===== src/rtl/edge_event_arb_pkg.sv =====
// Shared types and helpers for the edge-event arbiter.
// EDGE_ARB_FIXED_PRIO_EN (optional) selects fixed-priority grant order in the arbiter.
package edge_arb_pkg;

  localparam int unsigned MAX_CH = 16;

  typedef enum logic [0:0] {
    EMPTY = 1'b0,
    FULL  = 1'b1
  } out_state_e;

  // Channel index width, never below one bit.
  function automatic int unsigned idx_w(input int unsigned n);
    return (n < 2) ? 1 : $clog2(n);
  endfunction

endpackage


===== src/rtl/edge_event_arb_if.sv =====
// Event handshake between the arbiter (master) and the downstream consumer (slave).
interface edge_event_arb_if #(
  parameter int unsigned IDX_W = 2
);

  logic             ev_valid;
  logic [IDX_W-1:0] ev_ch;
  logic             ev_ready;

  modport master (output ev_valid, output ev_ch, input ev_ready);
  modport slave  (input ev_valid, input ev_ch, output ev_ready);

endinterface


===== src/rtl/edge_event_arb_rr_pick.sv =====
// Combinational channel picker: round-robin after 'last', or lowest index when
// EDGE_ARB_FIXED_PRIO_EN is defined.
module rr_pick #(
  parameter int unsigned NUM_CH = 4,
  parameter int unsigned IDX_W  = 2
) (
  input  logic [NUM_CH-1:0] elig,
  input  logic [IDX_W-1:0]  last,
  output logic              found,
  output logic [IDX_W-1:0]  idx
);

`ifdef EDGE_ARB_FIXED_PRIO_EN
  logic unused_last;
  assign unused_last = ^last;

  always_comb begin
    found = 1'b0;
    idx   = '0;
    for (int unsigned i = 0; i < NUM_CH; i++) begin
      if (!found && elig[i]) begin
        found = 1'b1;
        idx   = IDX_W'(i);
      end
    end
  end
`else
  int unsigned      pos;
  logic [IDX_W-1:0] sel;

  // Visit last+1 .. last+NUM_CH modulo NUM_CH; 'last' itself is checked last.
  always_comb begin
    found = 1'b0;
    idx   = '0;
    pos   = 0;
    sel   = '0;
    for (int unsigned k = 1; k <= NUM_CH; k++) begin
      pos = (32'(last) + k) % NUM_CH;
      sel = IDX_W'(pos);
      if (!found && elig[sel]) begin
        found = 1'b1;
        idx   = sel;
      end
    end
  end
`endif

endmodule


===== src/rtl/edge_event_arb.sv =====
// Per-channel saturating edge counters feeding one valid/ready event port.
// EDGE_ARB_FIXED_PRIO_EN defined: lowest-index grant, no last_grant register.
module edge_event_arb
  import edge_arb_pkg::*;
#(
  parameter int unsigned NUM_CH = 4,
  parameter int unsigned CNT_W  = 3
) (
  input  logic              clk,
  input  logic              rst,
  input  logic [NUM_CH-1:0] edge_in,
  input  logic [NUM_CH-1:0] ch_en,
  input  logic              clr_ovf,
  output logic              pend_any,
  output logic [NUM_CH-1:0] ovf,
  edge_event_arb_if.master  ev
);

  localparam int unsigned      IDX_W   = idx_w(NUM_CH);
  localparam logic [CNT_W-1:0] CNT_MAX = '1;
  localparam logic [0:0]       S_EMPTY = EMPTY;
  localparam logic [0:0]       S_FULL  = FULL;

  logic [0:0]                   state, state_nxt;
  logic [IDX_W-1:0]             ch_q, ch_nxt;
  logic [NUM_CH-1:0][CNT_W-1:0] cnt, cnt_nxt;
  logic [NUM_CH-1:0]            ovf_nxt, elig, inc, grant;
  logic [IDX_W-1:0]             pick, last_sel;
  logic                         load, found;

  assign ev.ev_valid = (state == S_FULL);
  assign ev.ev_ch    = ch_q;
  assign load        = (state == S_EMPTY) || ev.ev_ready;
  assign inc         = edge_in & ch_en;

  always_comb begin
    pend_any = 1'b0;
    for (int unsigned i = 0; i < NUM_CH; i++) begin
      elig[i]  = (cnt[i] != '0) && ch_en[i];
      grant[i] = load && found && (pick == IDX_W'(i));
      pend_any = pend_any || (cnt[i] != '0);
    end
  end

  rr_pick #(.NUM_CH(NUM_CH), .IDX_W(IDX_W)) u_pick (
    .elig  (elig),
    .last  (last_sel),
    .found (found),
    .idx   (pick)
  );

`ifdef EDGE_ARB_FIXED_PRIO_EN
  assign last_sel = '0;
`else
  logic [IDX_W-1:0] last_q;
  assign last_sel = last_q;

  always_ff @(posedge clk or posedge rst) begin
    if (rst)                last_q <= IDX_W'(NUM_CH - 1);
    else if (load && found) last_q <= pick;
  end
`endif

  // Output stage: load a new grant whenever the slot is empty or being accepted.
  always_comb begin
    state_nxt = state;
    ch_nxt    = ch_q;
    if (load) begin
      if (found) begin
        state_nxt = S_FULL;
        ch_nxt    = pick;
      end else begin
        state_nxt = S_EMPTY;
      end
    end
  end

  // Counters saturate at CNT_MAX; a set on overflow beats a same-cycle clear.
  always_comb begin
    cnt_nxt = cnt;
    ovf_nxt = clr_ovf ? '0 : ovf;
    for (int unsigned i = 0; i < NUM_CH; i++) begin
      if (inc[i] && !grant[i]) begin
        if (cnt[i] == CNT_MAX) ovf_nxt[i] = 1'b1;
        else                   cnt_nxt[i] = cnt[i] + CNT_W'(1);
      end else if (!inc[i] && grant[i]) begin
        cnt_nxt[i] = cnt[i] - CNT_W'(1);
      end
    end
  end

  always_ff @(posedge clk or posedge rst) begin
    if (rst) begin
      state <= S_EMPTY;
      ch_q  <= '0;
      cnt   <= '0;
      ovf   <= '0;
    end else begin
      state <= state_nxt;
      ch_q  <= ch_nxt;
      cnt   <= cnt_nxt;
      ovf   <= ovf_nxt;
    end
  end

endmodule


===== src/flat_wrapper.sv =====
// flat-port wrapper written by rule: the top's interface ports become plain ports
module edge_event_arb_flat import edge_arb_pkg::*;
#(
  parameter int unsigned NUM_CH = 4,
  parameter int unsigned CNT_W  = 3
)
  (clk, rst, edge_in, ch_en, clr_ovf, pend_any, ovf, ev_ev_valid, ev_ev_ch, ev_ev_ready);
  edge_event_arb_if #(.IDX_W(2)) ev_i ();
  input  logic clk;
  input  logic rst;
  input  logic [NUM_CH-1:0] edge_in;
  input  logic [NUM_CH-1:0] ch_en;
  input  logic clr_ovf;
  output logic pend_any;
  output logic [NUM_CH-1:0] ovf;
  output wire logic [$bits(ev_i.ev_valid)-1:0] ev_ev_valid;
  output wire logic [$bits(ev_i.ev_ch)-1:0] ev_ev_ch;
  input wire logic [$bits(ev_i.ev_ready)-1:0] ev_ev_ready;
  assign ev_ev_valid = ev_i.ev_valid;
  assign ev_ev_ch = ev_i.ev_ch;
  assign ev_i.ev_ready = ev_ev_ready;
  edge_event_arb #(.NUM_CH(NUM_CH), .CNT_W(CNT_W)) u_core (.clk(clk), .rst(rst), .edge_in(edge_in), .ch_en(ch_en), .clr_ovf(clr_ovf), .pend_any(pend_any), .ovf(ovf), .ev(ev_i));
endmodule

===== config.mk =====
export PLATFORM = sky130hd
export DESIGN_NAME = edge_event_arb_flat
export DESIGN_NICKNAME = d
export VERILOG_FILES = /design/src/rtl/edge_event_arb_pkg.sv /design/src/rtl/edge_event_arb_if.sv /design/src/rtl/edge_event_arb_rr_pick.sv /design/src/rtl/edge_event_arb.sv /design/src/flat_wrapper.sv
export SDC_FILE = /design/constraint.sdc
export NUM_CORES = 1
export LEC_CHECK = 0
export CAP_MARGIN = 20
export CORE_MARGIN = 2
export CORE_UTILIZATION = 30
export CTS_BUF_LIST = sky130_fd_sc_hd__clkbuf_16
export DETAILED_ROUTE_END_ITERATION = 12
export SYNTH_ARGS = -nofsm -noshare
export SYNTH_HDL_FRONTEND = slang
export SYNTH_SLANG_ARGS = --single-unit

===== constraint.sdc =====
create_clock -name clk -period 3.6 [get_ports clk]
set_input_delay 1.08 -clock clk [delete_from_list [all_inputs] [get_ports clk]]
set_output_delay 1.08 -clock clk [all_outputs]
set_load 0.02 [all_outputs]

=== After elaboration in Yosys (flattened, before gate mapping) ===
Index checks and enable logic that the tools add are counted.

* Add/sub/neg operators: 12
* Magnitude comparators: 4
* Eq/ne operators: 11
* Multiplexer cells: 38
* Bitwise gates (word level): 2
* Reductions and logical operators: 49

{| class="wikitable"
|+ Operators with widths
! operator !! number
|-
| $mux W3 || 12
|-
| $logic_and A1 B1 Y1 || 20
|-
| $mux W1 || 17
|-
| $add A3 B1 Y3 const B || 4
|-
| $eq A3 B3 Y1 const B || 4
|-
| $lt A2 B3 Y1 const B || 4
|-
| $reduce_bool A3 Y1 || 4
|-
| $sub A3 B1 Y3 const B || 4
|-
| $logic_not A1 Y1 || 11
|-
| $reduce_and A2 Y1 || 5
|-
| $bmux W1 S2 || 4
|-
| $mux W2 || 4
|-
| $ne A2 B2 Y1 const B || 4
|-
| $reduce_bool A2 Y1 || 4
|-
| $add A2 B1 Y2 const B || 2
|-
| $add A2 B2 Y2 const B || 2
|-
| $and A4 B4 Y4 || 1
|-
| $eq A2 B2 Y1 const B || 2
|-
| $logic_or A1 B1 Y1 || 4
|-
| $mux W4 || 1
|-
| $eq A2 B1 Y1 const B || 1
|-
| $logic_not A2 Y1 || 1
|-
| $not A1 Y1 || 1
|}

* Flip-flop bits (word level): 21
* Output and inout bits: 8

=== Depth between registers and ports, before layout ===
Gate-level depths: netlist of the first run.

* Word-level depth: 20
* Gate-level depth with buffers: 11
* Mapped depth without buffers: 9

=== By module ===
From an unflattened synthesis of the first run, not the netlist that was laid out.

* Cells, all modules: 171
* Area total of the unflattened synthesis: 1476.4 um^2

{| class="wikitable"
|+ By module, submodules not included
! module !! instances !! cells each !! area an instance (um^2) !! sequential area each (um^2)
|-
| edge_event_arb || 1 || 157 || 1385.1 || 528.0
|-
| rr_pick || 1 || 14 || 91.3 || 0.0
|}

=== Worst setup path after synthesis of the first run ===
Ideal clock, no wire load.

* Path type: input to register
* Start point: in ch_en[3]
* End point: reg u_core.cnt[2] (netlist name)
* Library setup time: 129 ps
* Arrival time: 2953 ps
* Data required time: 3471 ps
* Path slack: 519 ps
* Cell stages on the path: 8
* Buffers on the path: 0
* Path through: o311ai_1 > a32o_2 > o31a_1 > nand3_2 > nand3_1 > fa_1 > and4b_1 > a2111o_1

* Longest elaborated chain between the ends: 19
* Elaborated cells on any way between the ends: 33
* Those cells by class: eq/ne: 1; mux: 17; reduce/logical: 15

{| class="wikitable"
|+ Ends and longest elaborated chain
! what !! RTL line !! RTL
|-
| from (decl) || flat_wrapper.sv:12 || <nowiki>input logic [NUM_CH-1:0] ch_en;</nowiki>
|-
| $logic_and A1 B1 Y1 * || edge_event_arb.sv:39 || <nowiki>elig[i] = (cnt[i] != '0) && ch_en[i];</nowiki>
|-
| $bmux W1 S2 || edge_event_arb_rr_pick.sv:40 || <nowiki>if (!found && elig[sel]) begin</nowiki>
|-
| $mux W1 (not written as such) || edge_event_arb_rr_pick.sv:40 ||
|-
| $mux W1 || edge_event_arb_rr_pick.sv:40 ||
|-
| $logic_not A1 Y1 || edge_event_arb_rr_pick.sv:40 ||
|-
| $logic_and A1 B1 Y1 || edge_event_arb_rr_pick.sv:40 ||
|-
| $mux W1 || edge_event_arb_rr_pick.sv:40 ||
|-
| $logic_not A1 Y1 || edge_event_arb_rr_pick.sv:40 ||
|-
| (+3 left out) || n/a ||
|-
| $logic_and A1 B1 Y1 || edge_event_arb_rr_pick.sv:40 ||
|-
| $mux W2 or $mux W1 (tied branches) || edge_event_arb_rr_pick.sv:40 ||
|-
| $logic_not A2 Y1 or $logic_and A1 B1 Y1 (tied branches) || edge_event_arb.sv:40 || <nowiki>grant[i] = load && found && (pick == IDX_W'(i));</nowiki>
|-
| $logic_and A1 B1 Y1 * || edge_event_arb.sv:40 ||
|-
| $logic_not A1 Y1 || edge_event_arb.sv:83 || <nowiki>if (inc[i] && !grant[i]) begin</nowiki>
|-
| $logic_and A1 B1 Y1 || edge_event_arb.sv:83 ||
|-
| $ne A2 B2 Y1 (no line) or $reduce_bool A2 Y1 (tied branches) || n/a ||
|-
| $reduce_and A2 Y1 (no line) || n/a ||
|-
| to (signal assigned) || edge_event_arb.sv:101 || <nowiki>cnt <= cnt_nxt;</nowiki>
|-
| to (decl) || edge_event_arb.sv:26 || <nowiki>logic [NUM_CH-1:0][CNT_W-1:0] cnt, cnt_nxt;</nowiki>
|}

Every way passes the cells marked *; elsewhere a longest branch is shown, timed or not. The select of a mux whose other input is x is not followed.
A chain may end at the register's enable or synchronous reset.

=== Worst setup path in the final report of the first run ===
* Start point: in ch_en[0]
* End point: reg u_core.cnt[8] (netlist name)

* Longest elaborated chain between the ends: 19
* Elaborated cells on any way between the ends: 33
* Those cells by class: eq/ne: 2; mux: 17; reduce/logical: 14

{| class="wikitable"
|+ Ends and longest elaborated chain
! what !! RTL line
|-
| $logic_and A1 B1 Y1 * || edge_event_arb.sv:39
|-
| $bmux W1 S2 || edge_event_arb_rr_pick.sv:40
|-
| $mux W1 (not written as such) || edge_event_arb_rr_pick.sv:40
|-
| $mux W1 || edge_event_arb_rr_pick.sv:40
|-
| $logic_not A1 Y1 || edge_event_arb_rr_pick.sv:40
|-
| $logic_and A1 B1 Y1 || edge_event_arb_rr_pick.sv:40
|-
| $mux W1 || edge_event_arb_rr_pick.sv:40
|-
| $logic_not A1 Y1 || edge_event_arb_rr_pick.sv:40
|-
| (+3 left out) || n/a
|-
| $logic_and A1 B1 Y1 || edge_event_arb_rr_pick.sv:40
|-
| $mux W2 or $mux W1 (tied branches) || edge_event_arb_rr_pick.sv:40
|-
| $eq A2 B2 Y1 or $logic_and A1 B1 Y1 (tied branches) || edge_event_arb.sv:40
|-
| $logic_and A1 B1 Y1 * || edge_event_arb.sv:40
|-
| $logic_not A1 Y1 || edge_event_arb.sv:83
|-
| $logic_and A1 B1 Y1 || edge_event_arb.sv:83
|-
| $ne A2 B2 Y1 (no line) or $reduce_bool A2 Y1 (tied branches) || n/a
|-
| $reduce_and A2 Y1 (no line) || n/a
|}

Marked as above.

==> results of run 1 <==
## what timing repair did
action                                  4_1_cts  5_1_grt
endpoints found under the setup margin        0        1
gates resized for setup                       0        1
setup buffers                                 0        0
## cells by family after synthesis
group           share of synthesized area [%]
simple gates                             18.7
mux                                      3.37
compound gates                           28.8
flops                                    35.6
buf+inv                                  4.64
fa+ha+maj                                5.40
xor+xnor                                 3.54
## cell usage in the layout (no fill, tap or decap), types with 2 or more instances in the layout
master           netlist  layout
o31a_1                 3       3
o311ai_1               2       2
and3_1                 3       3
o21ai_2                2       2
inv_1                  9      10
clkdlybuf4s50_1        0      18
xnor2_1                3       3
o2bb2ai_1              3       3
fa_1                   4       4
o21ai_1                2       2
xor2_1                 3       3
nor2b_1                5       5
nor3_1                 5       5
nand2_1               13      13
nand2b_1               2       2
nand3_1                9       9
dfrtp_1               19      19
o31ai_4                2       2
dfstp_2                2       2
clkbuf_16              0       3
a21oi_1                7       7
buf_4                  1      18
a2bb2oi_1              2       2
o22a_1                 2       2
nor2_1                 6       6
nand4_1                3       3
mux2i_1                5       5
a21o_1                 3       3
o22ai_1                4       4
o21a_1                 2       2
## metal layers
metal | track usage (%) | vias up | routed length, um
met5 | 0 | - | 0
met4 | 4.76 | 0 | 54
met3 | 2.85 | 5 | 131
met2 | 19.8 | 16 | 1480
met1 | 18.6 | 599 | 1680
li1 | - | 641 | -
## worst max-delay path by stage
stage,startpoint,endpoint,slack (ns),depth (start not counted)
final,ch_en[0],u_core.cnt[8],0.29,10
after global placement,ch_en[3],u_core.cnt[2],-0.06,9
after CTS,ch_en[3],u_core.cnt[2],0.17,9
after floorplan,ch_en[3],u_core.cnt[2],0.52,8
after global routing,ch_en[1],u_core.cnt[5],0.13,11
after detailed placement,ch_en[3],u_core.cnt[2],-0.10,9
## state kept, by name (all words and copies together), names as in the netlist
| name | cells |
|---|---|
| u_core.last_q | 2 |
| u_core.ev.ev_valid | 1 |
| u_core.ev.ev_ch | 2 |
| u_core.ovf | 4 |
| u_core.cnt | 12 |
## cell type report
cell class / instances / area (um2)
fill: 486 / 2820
multi-input combinational: 116 / 887
sequential: 21 / 528
timing repair buffer: 37 / 328
tap: 67 / 83.8
clock buffer: 3 / 75.1
inverter: 9 / 33.8
clock inverter: 1 / 3.75
## power groups by stage
stage	Sequential [uW]	Clock (uW)	Combinational (uW)
2_1_floorplan	492	0	560
3_3_place_gp	540	0	752
3_5_place_dp	543	0	760
4_1_cts	540	249	766
5_1_grt	566	260	844
6_report	541	242	762
## stage by stage
step / cells / setup TNS [ns] / power (uW) / instance area, um2
2_1_floorplan: 150 / 0 / 1050 / 1480
3_3_place_gp: 250 / -0.0870 / 1290 / 1860
3_5_place_dp: 250 / -0.169 / 1300 / 1860
4_1_cts: 254 / 0 / 1560 / 1940
5_1_grt: 254 / 0 / 1670 / 1940
6_report: 254 / 0 / 1550 / 1940
==> flow_metrics.tcl, run 1 <==
set metrics [dict create \
    status "finished clean" \
    seqPwrFrac_pct 35.0 \
    ys_seq_area_share_pct 35.6 \
    hold_buffers 0 \
    finalCriticalPeriod_ns 3.31 \
    drive_gt1_share_pct 18.7 \
    cpPeakStageDelay_ns 0.53 \
    pre_cts_slack_ns -0.103 \
    hold_depth 1 \
    whs_ns 0.497 \
    initial_core_util_pct 31.2 \
    ys_seq_elements 21 \
    p_sw_uw 645 \
    cts_buffers 3 \
    dr_total_vias 1261 \
    sw_frac_of_total_pct 41.8 \
    htreeDepth 1 \
    ios 20 \
    crit_type "input pin to flip-flop" \
    first_iter_violations 69 \
    die_y_um 74.3 \
    rsz0062_at_grt "false" \
    finalHoldViolCount 0 \
    holdPathEnd "u_core.ev.ev_ch[1]" \
    min_path_type "flip-flop to flip-flop" \
    finish.utilization_pct 40.8 \
    grt_start_max_net_pins 22 \
    clk_pin_slew_worst_paths_ns 0.06 \
    power.density_mw_per_mm2 797 \
    drv_slew 0 \
    yosysMostFrequentCell "dfrtp_1" \
    p_int_uw 900 \
    drt_wl_total_um 3340 \
    max_freq_mhz 302 \
    viasPerCell 4.96 \
    cp-start-kind "input pin" \
    tightest_slew_ns 0.872 \
    ys_types 51 \
    grt_pass1_wl_um 5570 \
    synth_largest_area_cell "dfrtp_1" \
    r2r_end "u_core.cnt[2]" \
    yosys_warnings 0 \
    routedWlPerCell_um 13.2 \
    setup_ws_ns 0.287 \
    syn-num-nets 166 \
    ant_nets 0 \
    hp-start "u_core.ev.ev_ch[1]" \
    synth_common_cells "dfrtp_1, nand2_1, inv_1, nand3_1, a21oi_1" \
    cts_tree "yes" \
    cp-end-kind "flip-flop" \
    maxCapViolations 0 \
    synthCells 150 \
    drt_first_pass_iters 4 \
    path_common_cell "and3_1" \
    async_reset_ff_share_pct 100 \
    cp.arrival_ns 3.50 \
    antenna_found_initial 0 \
    cp_top_family "simple AND/OR/NAND/NOR gates" \
    gp_congestion 0.880 \
    post-synth-top-area-fraction_pct 32.0 \
    dp_hpwl_um 2530 \
    relSlewSlack_pct 41.8 \
    power.share.clock_pct 15.7 \
    root_buffer "clkbuf_16" \
    syn_area_mm2 0.00148 \
    syn_area_per_cell_um2 9.89 \
    grt_pass1_vias 1192 \
    cp_max_fo 5 \
    synth_area_leaders "dfrtp_1, fa_1, dfstp_2, mux2i_1, nand2_1" \
    overflow 0 \
    cts.sinks 21 \
    fin_crit_sh_pct 92.0 \
    core_mm2 0.00475 \
    drc 0 \
    reg2reg_from "u_core.cnt[5]" \
    synth_edf_count 0 \
    io_buffers 19 \
    cts_buffer_depth 2 \
    r2r_setup_slack_ns 0.91 \
    clock_skew_ns 0.00288 \
    pwr-share-comb_pct 49.3 \
    clk_latency_ns 0.26 \
    required_ns 3.78 \
    fin_nets 204 \
    die_w_um 74.3 \
    syn_to_final_growth_pct 30.7 \
    slowest_stage "clkdlybuf4s50_1" \
    crit_buf_inv 2 \
    leakagePower_uw 0.000811 \
    vdd_drop_max_mv 0.218 \
    synth_ff_type "dfrtp_1" \
    num_rows 25 \
    reg2reg_depth 8 \
    track_usage_pct 13.2 \
    cp_cell_sequence "clkdlybuf4s50_1 > o31a_1 > and3_1 > buf_4 > nor4_4 > and3_1 > nand2b_1 > fa_1 > o22a_1 > o21ai_1" \
    die_area_mm2 0.00552 \
    finalSetupViolCount 0 \
    antenna_cells 0 \
]
No activity file was read; power rests on OpenSTA's default activity.
==> run 2: changes to the inputs <==
--- a/config.mk
+++ b/config.mk
@@ -8,8 +8,9 @@
 export CAP_MARGIN = 20
 export CORE_MARGIN = 2
 export CORE_UTILIZATION = 30
-export CTS_BUF_LIST = sky130_fd_sc_hd__clkbuf_16
+export CTS_BUF_LIST = sky130_fd_sc_hd__clkbuf_4
 export DETAILED_ROUTE_END_ITERATION = 12
+export REMOVE_ABC_BUFFERS = 1
 export SYNTH_ARGS = -nofsm -noshare
 export SYNTH_HDL_FRONTEND = slang
 export SYNTH_SLANG_ARGS = --single-unit
==> run 2 against run 1 <==
Core utilization down 0.92 points. Clock power decreased by 48%. Non-clock buffer count rose by 1. Flip-flop and latch count is the same. First-iteration DRC count is 4.3% lower. Sequential share of layout area up 0.63 points. Sequential power barely moved. Final cell count rose by 0.39%. Combinational power barely moved. Critical endpoint is now u_core.cnt[2]. Largest power group unchanged. Highest routed layer unchanged.
==> flow_metrics.tcl, run 2 (synthesis results as in run 1) <==
set metrics [dict create \
    min_path_type "flip-flop to flip-flop" \
    clk_latency_ns 0.31 \
    maxCapViolations 0 \
    cp_max_fo 5 \
    status "finished clean" \
    clk_pin_slew_worst_paths_ns 0.12 \
    r2r_end "u_core.cnt[2]" \
    whs_ns 0.509 \
    holdPathEnd "u_core.ev.ev_ch[1]" \
    core_mm2 0.00475 \
    viasPerCell 5.02 \
    grt_pass1_vias 1173 \
    dp_hpwl_um 2570 \
    gp_congestion 0.823 \
    largest_register "u_core.cnt" \
    finalCriticalPeriod_ns 3.39 \
    first_iter_violations 66 \
    cts_tree "yes" \
    io_buffers 19 \
    reg2reg_depth 8 \
    hp-start "u_core.ev.ev_ch[1]" \
    largest_reg_flops 12 \
    cp-end-kind "flip-flop" \
    finalHoldViolCount 0 \
    reg2reg_from "u_core.cnt[5]" \
    power.density_mw_per_mm2 753 \
    relSlewSlack_pct 44.8 \
    htreeDepth 1 \
    finalSetupViolCount 0 \
    top_regs "u_core.cnt (12), u_core.ovf (4)" \
    r2r_setup_slack_ns 0.87 \
    tightest_slew_ns 0.826 \
    cts_buffer_depth 2 \
    leakagePower_uw 0.000781 \
    die_w_um 74.3 \
    fin_nets 205 \
    initial_core_util_pct 31.2 \
    routedWlPerCell_um 13.1 \
    cts-resized-gates 0 \
    grt_pass1_wl_um 5550 \
    overflow 0 \
    antenna_cells 0 \
    ios 20 \
    cts_buffers 3 \
    hold_buffers 0 \
    fin_crit_sh_pct 94.2 \
    root_buffer "clkbuf_4" \
    drt_wl_total_um 3330 \
    cp.arrival_ns 3.59 \
    track_usage_pct 13.2 \
    syn_to_final_growth_pct 27.7 \
    clock_skew_ns 0.00258 \
    finish.utilization_pct 39.9 \
    num-fill-cells 490 \
    layout_common_cells "clkdlybuf4s50_1, buf_4, dfrtp_1" \
    cts_setup_buffers 0 \
    die_y_um 74.3 \
    drt_first_pass_iters 6 \
    vdd_drop_max_mv 0.276 \
    antenna_found_initial 0 \
    hold_depth 1 \
    num_rows 25 \
    rsz0062_at_grt "false" \
    die_area_mm2 0.00552 \
    grt_start_max_net_pins 22 \
    cp-start-kind "input pin" \
    max_freq_mhz 295 \
    ant_nets 0 \
    crit_type "input pin to flip-flop" \
    drive_gt1_share_pct 19.7 \
    drv_slew 0 \
    cts.sinks 21 \
    required_ns 3.80 \
    drc 0 \
    dr_total_vias 1281 \
]
run 2: per-stage QoR:
stage / setup slack, ns / std cells / total power [uW] / cell area [um2] / TNS [ns]
after floorplan: 0.519 / 146 / 1020 / 1450 / 0
after global placement: -0.0682 / 251 / 1300 / 1870 / -0.105
after detailed placement: -0.125 / 251 / 1310 / 1870 / -0.214
after CTS: 0.221 / 255 / 1440 / 1900 / 0
after global routing: 0.0132 / 255 / 1550 / 1900 / 0
final: 0.208 / 255 / 1430 / 1900 / 0
run 2: worst max-delay path, stage by stage:
cell,delay [ns]
clkdlybuf4s50_1,0.59
o311ai_1,0.16
a32o_2,0.32
o31a_1,0.28
nand3_2,0.09
nand3_1,0.13
fa_1,0.47
and4b_1,0.19
a2111o_1,0.28
run 2: layout make-up:
class | count | area, um2 | share of cell area, %
well taps | 67 | 83.8 | 4.42
inverters | 9 | 33.8 | 1.78
clock buffers | 4 | 30.0 | 1.58
flip-flops and latches | 21 | 528 | 27.9
multi-input cells | 116 | 887 | 46.8
repair buffers | 38 | 333 | 17.6
run 2: report_power, final:
part / total [uW] / internal [uW] / leakage [uW] / switching, uW
combinational: 762 / 406 / 0.000512 / 356
sequential: 539 / 345 / 0.000251 / 195
clock: 126 / 50.8 / 0.0000184 / 74.8
run 2: worst max-delay path by stage:
stage	from	endpoint	slack (ns)	cells after the start
CTS	ch_en[3]	u_core.cnt[2]	0.22	9
global placement	ch_en[3]	u_core.cnt[2]	-0.07	9
floorplan	ch_en[3]	u_core.cnt[2]	0.52	8
detailed placement	ch_en[3]	u_core.cnt[2]	-0.12	9
global route	ch_en[3]	u_core.cnt[5]	0.01	11
finish	ch_en[3]	u_core.cnt[2]	0.21	9
run 2: per-layer routing:
metal | global-route usage [%] | part of all wire [%] | vias to the layer above
met3 | 3.66 | 4.6 | 2
li1 | - | - | 643
met1 | 19.2 | 50 | 613
met5 | 0 | 0 | -
met2 | 19.5 | 45 | 23
met4 | 2.98 | 0.63 | 0
